File: src/rtl/ps2_host_tx.sv
// ps2_host_tx: PS/2 host-to-device transmitter.
//
// Sends one command byte to a PS/2 device using the host-request sequence.
// The host inhibits the bus by holding clock low, then pulls data low as the
// start bit (request-to-send) and releases clock. The device then clocks out
// the data bits, the odd parity bit and the stop bit. Finally the device
// drives an ack on the 11th clock. The host changes data only after falling
// edges it has detected. The device samples data on its own rising edges.
//
// Ports:
//   clk          system clock
//   resetn       asynchronous active-low reset
//   ps2_clk_in   PS/2 clock line as seen on the wire (asynchronous)
//   ps2_data_in  PS/2 data line as seen on the wire (asynchronous)
//   ps2_clk_oe   1 = pull PS/2 clock low (open collector)
//   ps2_data_oe  1 = pull PS/2 data low (open collector)
//   tx_data      byte to send, latched on accept
//   tx_valid     send request
//   tx_ready     1 only while idle; accept = tx_valid && tx_ready
//   tx_done      1-cycle pulse at the end of every accepted transfer
//   tx_ack_ok    device acked (meaningful with tx_done, held until next accept)
//   tx_timeout   transfer aborted on timeout (same validity as tx_ack_ok)
module ps2_host_tx #(
  parameter int INHIBIT_CYCLES = 5000,
  parameter int TIMEOUT_CYCLES = 1000000
) (
  input  logic       clk,
  input  logic       resetn,
  input  logic       ps2_clk_in,
  input  logic       ps2_data_in,
  output logic       ps2_clk_oe,
  output logic       ps2_data_oe,
  input  logic [7:0] tx_data,
  input  logic       tx_valid,
  output logic       tx_ready,
  output logic       tx_done,
  output logic       tx_ack_ok,
  output logic       tx_timeout
);

  localparam int INH_W = (INHIBIT_CYCLES > 1) ? $clog2(INHIBIT_CYCLES) : 1;
  localparam int TO_W  = (TIMEOUT_CYCLES > 1) ? $clog2(TIMEOUT_CYCLES) : 1;

  typedef enum logic [2:0] {
    S_IDLE,
    S_INHIBIT,
    S_REQ,
    S_WAIT_DEV,
    S_SEND,
    S_ACK,
    S_WAIT_IDLE,
    S_DONE
  } state_t;

  state_t            state_reg, state_next;
  logic [2:0]        clk_sync_reg;
  logic [1:0]        data_sync_reg;
  logic [7:0]        byte_reg, byte_next;
  logic              parity_reg, parity_next;
  logic [3:0]        edge_idx_reg, edge_idx_next;
  logic [INH_W-1:0]  inh_cnt_reg, inh_cnt_next;
  logic [TO_W-1:0]   to_cnt_reg, to_cnt_next;
  logic              clk_oe_reg, clk_oe_next;
  logic              data_oe_reg, data_oe_next;
  logic              ack_ok_reg, ack_ok_next;
  logic              timeout_reg, timeout_next;

  logic clk_fall;
  logic clk_s;
  logic data_s;
  logic timed;
  logic timeout_hit;

  // Clock and data share the same two-flop delay so that the data sample
  // taken at a detected falling edge lines up with that edge.
  assign clk_fall = (clk_sync_reg[2:1] == 2'b10);
  assign clk_s    = clk_sync_reg[1];
  assign data_s   = data_sync_reg[1];

  // The timeout window opens on entry to REQ and covers everything up to
  // the return to idle.
  assign timed       = (state_reg inside {S_REQ, S_WAIT_DEV, S_SEND, S_ACK, S_WAIT_IDLE});
  assign timeout_hit = timed && (to_cnt_reg == TO_W'(TIMEOUT_CYCLES - 1));

  always_ff @(posedge clk or negedge resetn) begin
    if (!resetn) begin
      state_reg     <= S_IDLE;
      // Lines idle high, so reset the synchronizers to 1 to avoid a false
      // falling edge straight out of reset.
      clk_sync_reg  <= 3'b111;
      data_sync_reg <= 2'b11;
      byte_reg      <= 8'h00;
      parity_reg    <= 1'b0;
      edge_idx_reg  <= 4'd0;
      inh_cnt_reg   <= '0;
      to_cnt_reg    <= '0;
      clk_oe_reg    <= 1'b0;
      data_oe_reg   <= 1'b0;
      ack_ok_reg    <= 1'b0;
      timeout_reg   <= 1'b0;
    end else begin
      state_reg     <= state_next;
      clk_sync_reg  <= {clk_sync_reg[1:0], ps2_clk_in};
      data_sync_reg <= {data_sync_reg[0], ps2_data_in};
      byte_reg      <= byte_next;
      parity_reg    <= parity_next;
      edge_idx_reg  <= edge_idx_next;
      inh_cnt_reg   <= inh_cnt_next;
      to_cnt_reg    <= to_cnt_next;
      clk_oe_reg    <= clk_oe_next;
      data_oe_reg   <= data_oe_next;
      ack_ok_reg    <= ack_ok_next;
      timeout_reg   <= timeout_next;
    end
  end

  // Line enables are registered from the next state, so they always match
  // the state they belong to and never glitch.
  always_comb begin
    state_next    = state_reg;
    byte_next     = byte_reg;
    parity_next   = parity_reg;
    edge_idx_next = edge_idx_reg;
    inh_cnt_next  = inh_cnt_reg;
    to_cnt_next   = timed ? (to_cnt_reg + TO_W'(1)) : to_cnt_reg;
    clk_oe_next   = 1'b0;
    data_oe_next  = 1'b0;
    ack_ok_next   = ack_ok_reg;
    timeout_next  = timeout_reg;

    case (state_reg)
      S_IDLE: begin
        if (tx_valid) begin
          byte_next     = tx_data;
          parity_next   = ~^tx_data;
          edge_idx_next = 4'd0;
          inh_cnt_next  = '0;
          ack_ok_next   = 1'b0;
          timeout_next  = 1'b0;
          clk_oe_next   = 1'b1;
          state_next    = S_INHIBIT;
        end
      end

      S_INHIBIT: begin
        clk_oe_next  = 1'b1;
        inh_cnt_next = inh_cnt_reg + INH_W'(1);
        if (inh_cnt_reg == INH_W'(INHIBIT_CYCLES - 1)) begin
          data_oe_next = 1'b1;
          to_cnt_next  = '0;
          state_next   = S_REQ;
        end
      end

      // Clock and data both low for one cycle: the start bit is on the wire
      // before the clock is released.
      S_REQ: begin
        data_oe_next = 1'b1;
        state_next   = S_WAIT_DEV;
      end

      S_WAIT_DEV: begin
        data_oe_next = 1'b1;
        if (clk_fall) begin
          edge_idx_next = 4'd1;
          data_oe_next  = ~byte_reg[0];
          state_next    = S_SEND;
        end
      end

      // edge_idx_reg holds the number of the last edge seen, so edge n
      // (2..8) sends bit n-1 = byte_reg[edge_idx_reg].
      S_SEND: begin
        data_oe_next = data_oe_reg;
        if (clk_fall) begin
          edge_idx_next = edge_idx_reg + 4'd1;
          if (edge_idx_reg <= 4'd7) begin
            data_oe_next = ~byte_reg[edge_idx_reg[2:0]];
          end else if (edge_idx_reg == 4'd8) begin
            data_oe_next = ~parity_reg;
          end else begin
            data_oe_next = 1'b0;   // stop bit: release data
            state_next   = S_ACK;
          end
        end
      end

      S_ACK: begin
        if (clk_fall) begin
          edge_idx_next = 4'd11;
          ack_ok_next   = ~data_s;
          state_next    = S_WAIT_IDLE;
        end
      end

      S_WAIT_IDLE: begin
        if (clk_s && data_s) begin
          state_next = S_DONE;
        end
      end

      S_DONE: begin
        state_next = S_IDLE;
      end

      default: begin
        state_next = S_IDLE;
      end
    endcase

    // Timeout overrides whatever the state logic decided, including a
    // completion in the same cycle.
    if (timeout_hit) begin
      state_next   = S_DONE;
      clk_oe_next  = 1'b0;
      data_oe_next = 1'b0;
      ack_ok_next  = 1'b0;
      timeout_next = 1'b1;
    end
  end

  assign ps2_clk_oe  = clk_oe_reg;
  assign ps2_data_oe = data_oe_reg;
  assign tx_ready    = (state_reg == S_IDLE);
  assign tx_done     = (state_reg == S_DONE);
  assign tx_ack_ok   = ack_ok_reg;
  assign tx_timeout  = timeout_reg;

endmodule

File: config.mk
export PLATFORM = sky130hd
export DESIGN_NAME = ps2_host_tx
export DESIGN_NICKNAME = d
export VERILOG_FILES = /design/src/rtl/ps2_host_tx.sv
export SDC_FILE = /design/constraint.sdc
export NUM_CORES = 1
export LEC_CHECK = 0
export BUFFER_PORTS_ARGS = -buffer_cell sky130_fd_sc_hd__buf_2
export CELL_PAD_IN_SITES_DETAIL_PLACEMENT = 0
export CELL_PAD_IN_SITES_GLOBAL_PLACEMENT = 1
export CORE_MARGIN = 5
export CORE_UTILIZATION = 42
export DETAILED_ROUTE_END_ITERATION = 10
export PLACE_DENSITY_LB_ADDON = 0.1
export SLEW_MARGIN = 20
export SYNTH_ARGS = -nofsm -noshare
export SYNTH_HDL_FRONTEND = slang
export SYNTH_SLANG_ARGS = --single-unit
File: constraint.sdc
create_clock -name clk -period 2 [get_ports clk]
set_clock_uncertainty 0.15 [all_clocks]
set_input_delay 0.5 -clock clk [delete_from_list [all_inputs] [get_ports clk]]
set_output_delay 0.5 -clock clk [all_outputs]
set_load 0.1 [all_outputs]
# Yosys cells after proc, flatten, opt, wreduce, memory -nomap -nowiden
# Cells that the tools add are included.
# word_totals
output_inout_bits,6
in_bits,13
ff_bits,58
word_cells,98
# op_classes
n_reduce_logical,16
bitwise_logic,4
n_mux,38
add_sub_neg,3
n_eq_ne,23
magnitude_cmp,2
# op_table
op,count
$mux W20,3
$mux W3,9
$pmux W13 S2,1
$pmux W3 S8,1
$add A20 B1 Y20 const B,1
$eq A20 B20 Y1 const B,1
$ne A3 B3 Y1 const B,6
$mux W4,4
$pmux W4 S4,1
$mux W1,14
$add A13 B1 Y13 const B,1
$eq A13 B13 Y1 const B,1
$mux W13,1
$eq A3 B3 Y1 const B,4
$ne A2 B2 Y1 const B,4
$reduce_and A8 Y1,1
$reduce_xnor A8 Y1,1
$eq A3 B2 Y1 const B,2
$ne A3 B2 Y1 const B,2
$reduce_and A2 Y1,3
$reduce_bool A2 Y1,3
$reduce_and A5 Y1,1
$reduce_bool A5 Y1,1
$add A4 B1 Y4 const B,1
14 further kinds,19

# Depth between registers and ports, before layout
# Gate-level depths: netlist (run 1).
# logic_depth
depth_word,7
depth_mapped,8
ltp_nobuf,7

# Worst setup path before layout (run 1)
# Ideal clock, no wire load.
# synth_timing
path_type,register to register
startpoint,register state_reg[2]
endpoint,register parity_reg
t_arrival_ps,2781
synth_period_minus_slack_ps,3060
stages_incl_launch_ff,8
setup_ps,129
path_buffers,2
required_time_ps,1721
setup_slack_ps,-1060
path_cell_list,dfrtp_1 > or2_2 > buf_2 > nor2_1 > nand2_1 > clkbuf_1 > nand2_1 > o21ai_0
# synth_between
elab_chain_len,2
# synth_lines
item,line_no,text
start: declaration,55,"state_t state_reg, state_next;"
start signal: assignment,102,state_reg <= state_next;
$logic_not A3 Y1,n/a,
named net tx_ready,35,"output logic tx_ready,"
$reduce_and A2 Y1 (no line),n/a,
end signal: assignment,106,parity_reg <= parity_next;
end: declaration,59,"logic parity_reg, parity_next;"
# The timed path passes the listed nets, and every way through them passes these cells.
# A chain may end at the register's enable or synchronous reset.

# Final worst setup path (run 1)
# layout_timing
startpoint,register state_reg[2]
endpoint,output tx_ready
# layout_between
elab_chain_len,1
# layout_lines
item,line_no,text
$logic_not A3 Y1,224,assign tx_ready = (state_reg == S_IDLE);
end: declaration,35,
# Every way passes these cells.

==> results.toml, run 1 <==
[drt]
postRouteAntennaNets = 0
vias_per_cell = 5.215
dr.pass1.iters = 4
wirelength_mm = 6.737
detail_route.iter0.violations = 107
vias = 2451
wl_per_cell_um = 14.33
drc = 0

[synthesis]
synth_top_flop_cell = "dfrtp_1"
ys_seq_area_share_pct = 49.03
synth_edf_count = 0
synth.distinct_cells = 52
synth_cells = 312
synth-seq-cells = 58
synth_nets = 329
synth.avg_cell_area_sq_um = 9.528
synth_area_sq_um = 2973
yosysWarnings = 0
async_flop_share_pct = 100.0

[floorplanning]
die_w_um = 94.13
ios = 19
core_area_sq_um = 6832
dieArea_sq_um = 8860
initial_utilization_pct = 43.52
fp-row-count = 30
die_h_um = 94.13

[grt]
grt_pass1_vias = 2319
antenna_found_initial = 0
gr-usage-all-layers_pct = 15.90
grt_max_degree = 47
gr-total-overflow = 0
grt_pass1_wl_mm = 11.17

[clocking]
htreeDepth = 3
clock_path_buffers = 2
clkSinkCount = 58
cts_buffers = 9
cts_root_buf = "clkbuf_8"
clk-insertion-delay-late_ns = 0.33
path_clk_slew_ns = 0.06
cts_tree = "built"

[sta]
fin_ws_ns = -0.08635
relSlewSlack_pct = 65.52
report.final.slew_viol_count = 0
rsz0062_at_grt = "true"
fmax_mhz = 479.3
finalSetupViolations = 1
finalCritPeriodShare_pct = 104.3
tightest_slew_ns = 0.5118
min_period_ns = 2.086
tns_ns = -0.08635
hold_viol = 0

[critical_path]
critical_path.top_delay_family = "simple AND/OR/NAND/NOR gates"
cpMaxStageDelayCell = "dfrtp_1"
slowest_delay_ns = 0.39
critPathKind = "flip-flop to output port"
cp-end-kind = "output port"
cp.arrival_ns = 1.44
critPathBufInv = 2
cp-start-kind = "flip-flop"
crit_chain = "buf_6 > or2_4 > nor2_4 > buf_12"
crit_fanout = 3
required_ns = 1.35

[status]
violations = "setup timing"
status = "finished with violations"

[min_path]
hold_path.class = "input port to flip-flop"

[final_layout]
fillers = 630
drive_above_1_share_pct = 27.01
syn_to_final_growth_pct = 28.79
seq_area_sq_um = 1458
antenna_cells = 0
multiInputGateArea_sq_um = 1554
largest_reg_flops = 20
layout.nets = 386
final_util_pct = 56.04

[placement]
dp_worst_setup_slack_ns = -0.01934
io_buffers = 18
hpwl_mm = 4.392
gp_congestion = 0.7575

[power_and_ir_drop]
ir_drop_v = 0.0003789
p_total_mw = 2.322
p_per_area_nw_per_um2 = 606.5
p_leak_nw = 1.679

[job]
maxCapViolCount = 0
[final timing paths]
check | from | endpoint | slack [ns] | depth (start not counted)
max | state_reg[2]$_DFFE_PN0P_ | tx_ready | -0.09 | 4
min | ps2_clk_in | clk_sync_reg[0]$_DFF_PN1_ | 0.12 | 1
max reg2reg | state_reg[1]$_DFFE_PN0P_ | to_cnt_reg[9]$_DFF_PN0_ | 0.03 | 5
min reg2reg | clk_sync_reg[0]$_DFF_PN1_ | clk_sync_reg[1]$_DFF_PN1_ | 0.21 | 0
max in group asynchronous | resetn | data_sync_reg[0]$_DFF_PN1_ | 0.65 | 3
min in group asynchronous | resetn | to_cnt_reg[12]$_DFF_PN0_ | 0.44 | 2
[where the power goes]
| group | switching (mW) | leakage (nW) | internal [mW] |
|---|---|---|---|
| registers | 0.0229 | 0.742 | 1.20 |
| clock network | 0.443 | 0.0965 | 0.548 |
| logic | 0.0579 | 0.841 | 0.0475 |
| total | 0.524 | 1.68 | 1.80 |
[per-layer routing]
layer / wire, um / GRT usage (%) / share of wire, % / vias to the layer above
li1: - / - / - / 1196
met1: 3236 / 22.39 / 48 / 1189
met2: 3127 / 24.13 / 46 / 50
met3: 219 / 3.045 / 3.3 / 16
met4: 154 / 6.017 / 2.3 / 0
met5: 0 / 0 / 0 / -
[timing repair]
action,CTS,global route
setup endpoints to repair,5,21
pin swaps,2,16
hold buffers,1,0
buffers inserted,4,11
gates resized for setup,4,21
gates cloned,0,1
hold endpoints to repair,12,0
[logic make-up (layout without fill, tap and decap cells)]
| family | Yosys count | in the layout | synth area share, % |
|---|---|---|---|
| simple gates | 148 | 149 | 25.63 |
| xor+xnor | 32 | 32 | 9.428 |
| buf+inv | 23 | 84 | 3.156 |
| fa+ha+maj | 4 | 4 | 1.684 |
| compound gates | 42 | 42 | 8.965 |
| mux | 5 | 5 | 2.104 |
| flops | 58 | 58 | 49.03 |
[synth_stat cells, drive strengths merged (6+ instances only)]
cell / count / share of area (%)
o21ai: 12 / 2.0
xnor2: 21 / 6.2
dfrtp: 53 / 45
or3: 6 / 1.3
xor2: 11 / 3.2
nor2: 39 / 4.9
nor3: 10 / 1.9
nand2: 42 / 5.3
a21oi: 11 / 1.9
inv: 12 / 1.5
nand3: 17 / 3.0
buf: 7 / 1.1
[stage by stage]
step / cell area, sq um / cells / hold WS, ns
2_1_floorplan: 3007 / 312 / 0.05441
3_3_place_gp: 3385 / 437 / 0.1957
3_5_place_dp: 3385 / 437 / 0.2009
4_1_cts: 3623 / 458 / 0.1039
5_1_grt: 3829 / 470 / 0.1050
6_report: 3829 / 470 / 0.1209
[final cells by class]
cell class	instances	share of cell area [%]
tap	96	3.137
inverter	12	1.307
sequential	58	38.07
clock buffer	14	4.510
clock inverter	2	0.2614
multi-input combinational	232	40.59
timing repair buffer	56	12.12
[worst reg2reg max path, cell delays in order, from the launching register on]
cell      delay, ns
dfrtp_1        0.38
buf_6          0.11
o211ai_1       0.18
or4b_4         0.62
or3_4          0.35
a21oi_2        0.12
[placed cells by master, fill, tap and decap left out, types with 4 or more instances in the layout]
| cell | synthesis | layout |
|---|---|---|
| dfrtp_1 | 53 | 53 |
| nand2_1 | 42 | 41 |
| nor2_1 | 39 | 38 |
| buf_4 | 0 | 29 |
| xnor2_1 | 21 | 21 |
| nand3_1 | 16 | 16 |
| buf_2 | 6 | 16 |
| o21ai_0 | 12 | 12 |
| clkbuf_8 | 0 | 12 |
| xor2_1 | 11 | 11 |
| inv_1 | 11 | 10 |
| a21oi_1 | 11 | 9 |
| nor3_1 | 9 | 6 |
| nand4_1 | 5 | 5 |
| nor2b_1 | 5 | 5 |
| dfstp_2 | 5 | 5 |
| buf_12 | 0 | 5 |
| buf_6 | 0 | 5 |
| nor3_2 | 1 | 4 |
| mux2i_1 | 4 | 4 |
| ha_1 | 4 | 4 |
No activity file was read; power rests on OpenSTA's default activity.
==> run 2: changes to the inputs <==
--- a/config.mk
+++ b/config.mk
@@ -12,6 +12,7 @@
 export CORE_UTILIZATION = 42
 export DETAILED_ROUTE_END_ITERATION = 10
 export PLACE_DENSITY_LB_ADDON = 0.1
+export REMOVE_ABC_BUFFERS = 1
 export SLEW_MARGIN = 20
 export SYNTH_ARGS = -nofsm -noshare
 export SYNTH_HDL_FRONTEND = slang
==> run 2 against run 1 <==
Against the previous run:
- the run now ends clean
- sequential power about the same
- largest cell class unchanged
- sequential cell count stayed put
- sequential share of layout area grew 1.2 points
==> results.toml, run 2 (same netlist as run 1, synthesis figures left out) <==
[status]
status = "finished clean"

[critical_path]
r2r_start = "to_cnt_reg[0]$_DFF_PN0_"
cp.arrival_ns = 1.34
worstSetupStartpoint = "state_reg[1]$_DFFE_PN0P_"
critPathKind = "flip-flop to output port"
reg2regPathDepth = 6
required_ns = 1.35
crit_fanout = 4
cp-end-kind = "output port"
cp-start-kind = "flip-flop"

[power_and_ir_drop]
ir_drop_v = 0.0004234
p_per_area_nw_per_um2 = 674.1
p_leak_nw = 1.612

[sta]
relSlewSlack_pct = 67.13
tns_ns = 0
min_period_ns = 1.991
tightest_slew_ns = 0.4879
finalSetupViolations = 0
rsz0062_at_grt = "true"
report.final.slew_viol_count = 0
finalCritPeriodShare_pct = 99.57
fmax_mhz = 502.1
hold_viol = 0

[drt]
detail_route.iter0.violations = 100
dr.pass1.iters = 4
wirelength_mm = 6.337
vias = 2306
drc = 0
vias_per_cell = 5.035
postRouteAntennaNets = 0
wl_per_cell_um = 13.84

[floorplanning]
die_w_um = 94.13
core_area_sq_um = 6832
die_h_um = 94.13
initial_utilization_pct = 43.52
dieArea_sq_um = 8860
fp-row-count = 30
ios = 19

[clocking]
htreeDepth = 3
cts_root_buf = "clkbuf_8"
cts_tree = "built"
clock_path_buffers = 2
cts_buffers = 9
clkSinkCount = 58
path_clk_slew_ns = 0.07
holdBufCountCts = 0
clk-insertion-delay-late_ns = 0.33

[final_layout]
final_util_pct = 54.45
largest_reg_flops = 20
layout.nets = 374
layout_common_cells = "51 x dfrtp_1, 41 x nand2_1, 36 x nor2_1"
fillers = 655
final_common_cell = "dfrtp_1"
seq_area_sq_um = 1460
multiInputGateArea_sq_um = 1484
drive_above_1_share_pct = 23.76
syn_to_final_growth_pct = 25.13
antenna_cells = 0

[placement]
io_buffers = 18
hpwl_mm = 4.242
gp_congestion = 0.8165

[grt]
grt_pass1_vias = 2237
gr-total-overflow = 0
grt_pass1_wl_mm = 10.82
grt_max_degree = 59
antenna_found_initial = 0
gr-usage-all-layers_pct = 15.52

[job]
maxCapViolCount = 0

[min_path]
hold_path.class = "input port to async pin"
run 2: changes by cell type in the layout (fill, tap and decap cells not counted), sizes merged:
cell / before / now
dlygate4sd3: 1 / 0
bufinv: 0 / 1
or4b: 2 / 1
buf: 55 / 43
clkinv: 2 / 0
clkbuf: 14 / 15
clkinvlp: 0 / 2
run 2: power by group:
group | switching [mW] | internal (mW) | total (mW)
Combinational | 0.0566 | 0.0452 | 0.102
Sequential | 0.0231 | 1.20 | 1.22
Clock | 0.469 | 0.712 | 1.18
run 2: worst max-delay path, stage by stage (launching register included):
cell and delay [ns]:
dfrtp_1 0.42, or2_4 0.28, nor2_4 0.12, buf_12 0.18
run 2: metal layers:
layer	part of all wire, %	global-route usage (%)	vias up
met5	0	0	-
met4	0.88	3.971	0
met3	3.9	5.128	6
met2	47	23.48	40
met1	48	21.36	1095
li1	-	-	1165
run 2: final timing paths:
path,slack [ns],end
min in group clk,0.11,data_sync_reg[0]$_DFF_PN1_
max reg2reg,0.08,to_cnt_reg[8]$_DFF_PN0_
min reg2reg,0.21,clk_sync_reg[1]$_DFF_PN1_
max in group asynchronous,1.39,clk_sync_reg[0]$_DFF_PN1_
max,0.009,tx_ready
min,0.02,ps2_clk_oe$_DFF_PN0_
run 2: repair_timing:
| action | 4_1_cts | 5_1_grt |
|---|---|---|
| setup buffers | 3 | 1 |
| setup endpoints to repair | 5 | 26 |
| pin swaps | 2 | 3 |
| gates cloned | 0 | 2 |
| gates resized for setup | 5 | 12 |
run 2: layout make-up:
class / instances / area share [%]
repair buffers: 45 / 10.39
clock inverters: 3 / 1.211
multi-input cells: 231 / 39.89
flip-flops and latches: 58 / 39.25
well taps: 96 / 3.229
clock buffers: 13 / 4.810
inverters: 12 / 1.211
run 2: per-stage QoR:
step	total power [mW]	instance area, sq um	setup WS, ns	std cells	hold WS, ns
6_report	2.508	3720	0.008502	458	0.01763
5_1_grt	2.628	3720	-0.05306	458	0.02813
4_1_cts	2.542	3613	-0.04106	455	0.02042
3_5_place_dp	1.348	3347	-0.006712	436	0.1994
3_3_place_gp	1.347	3347	0.03516	436	0.1957
2_1_floorplan	1.290	2924	-1.339	301	0.05441
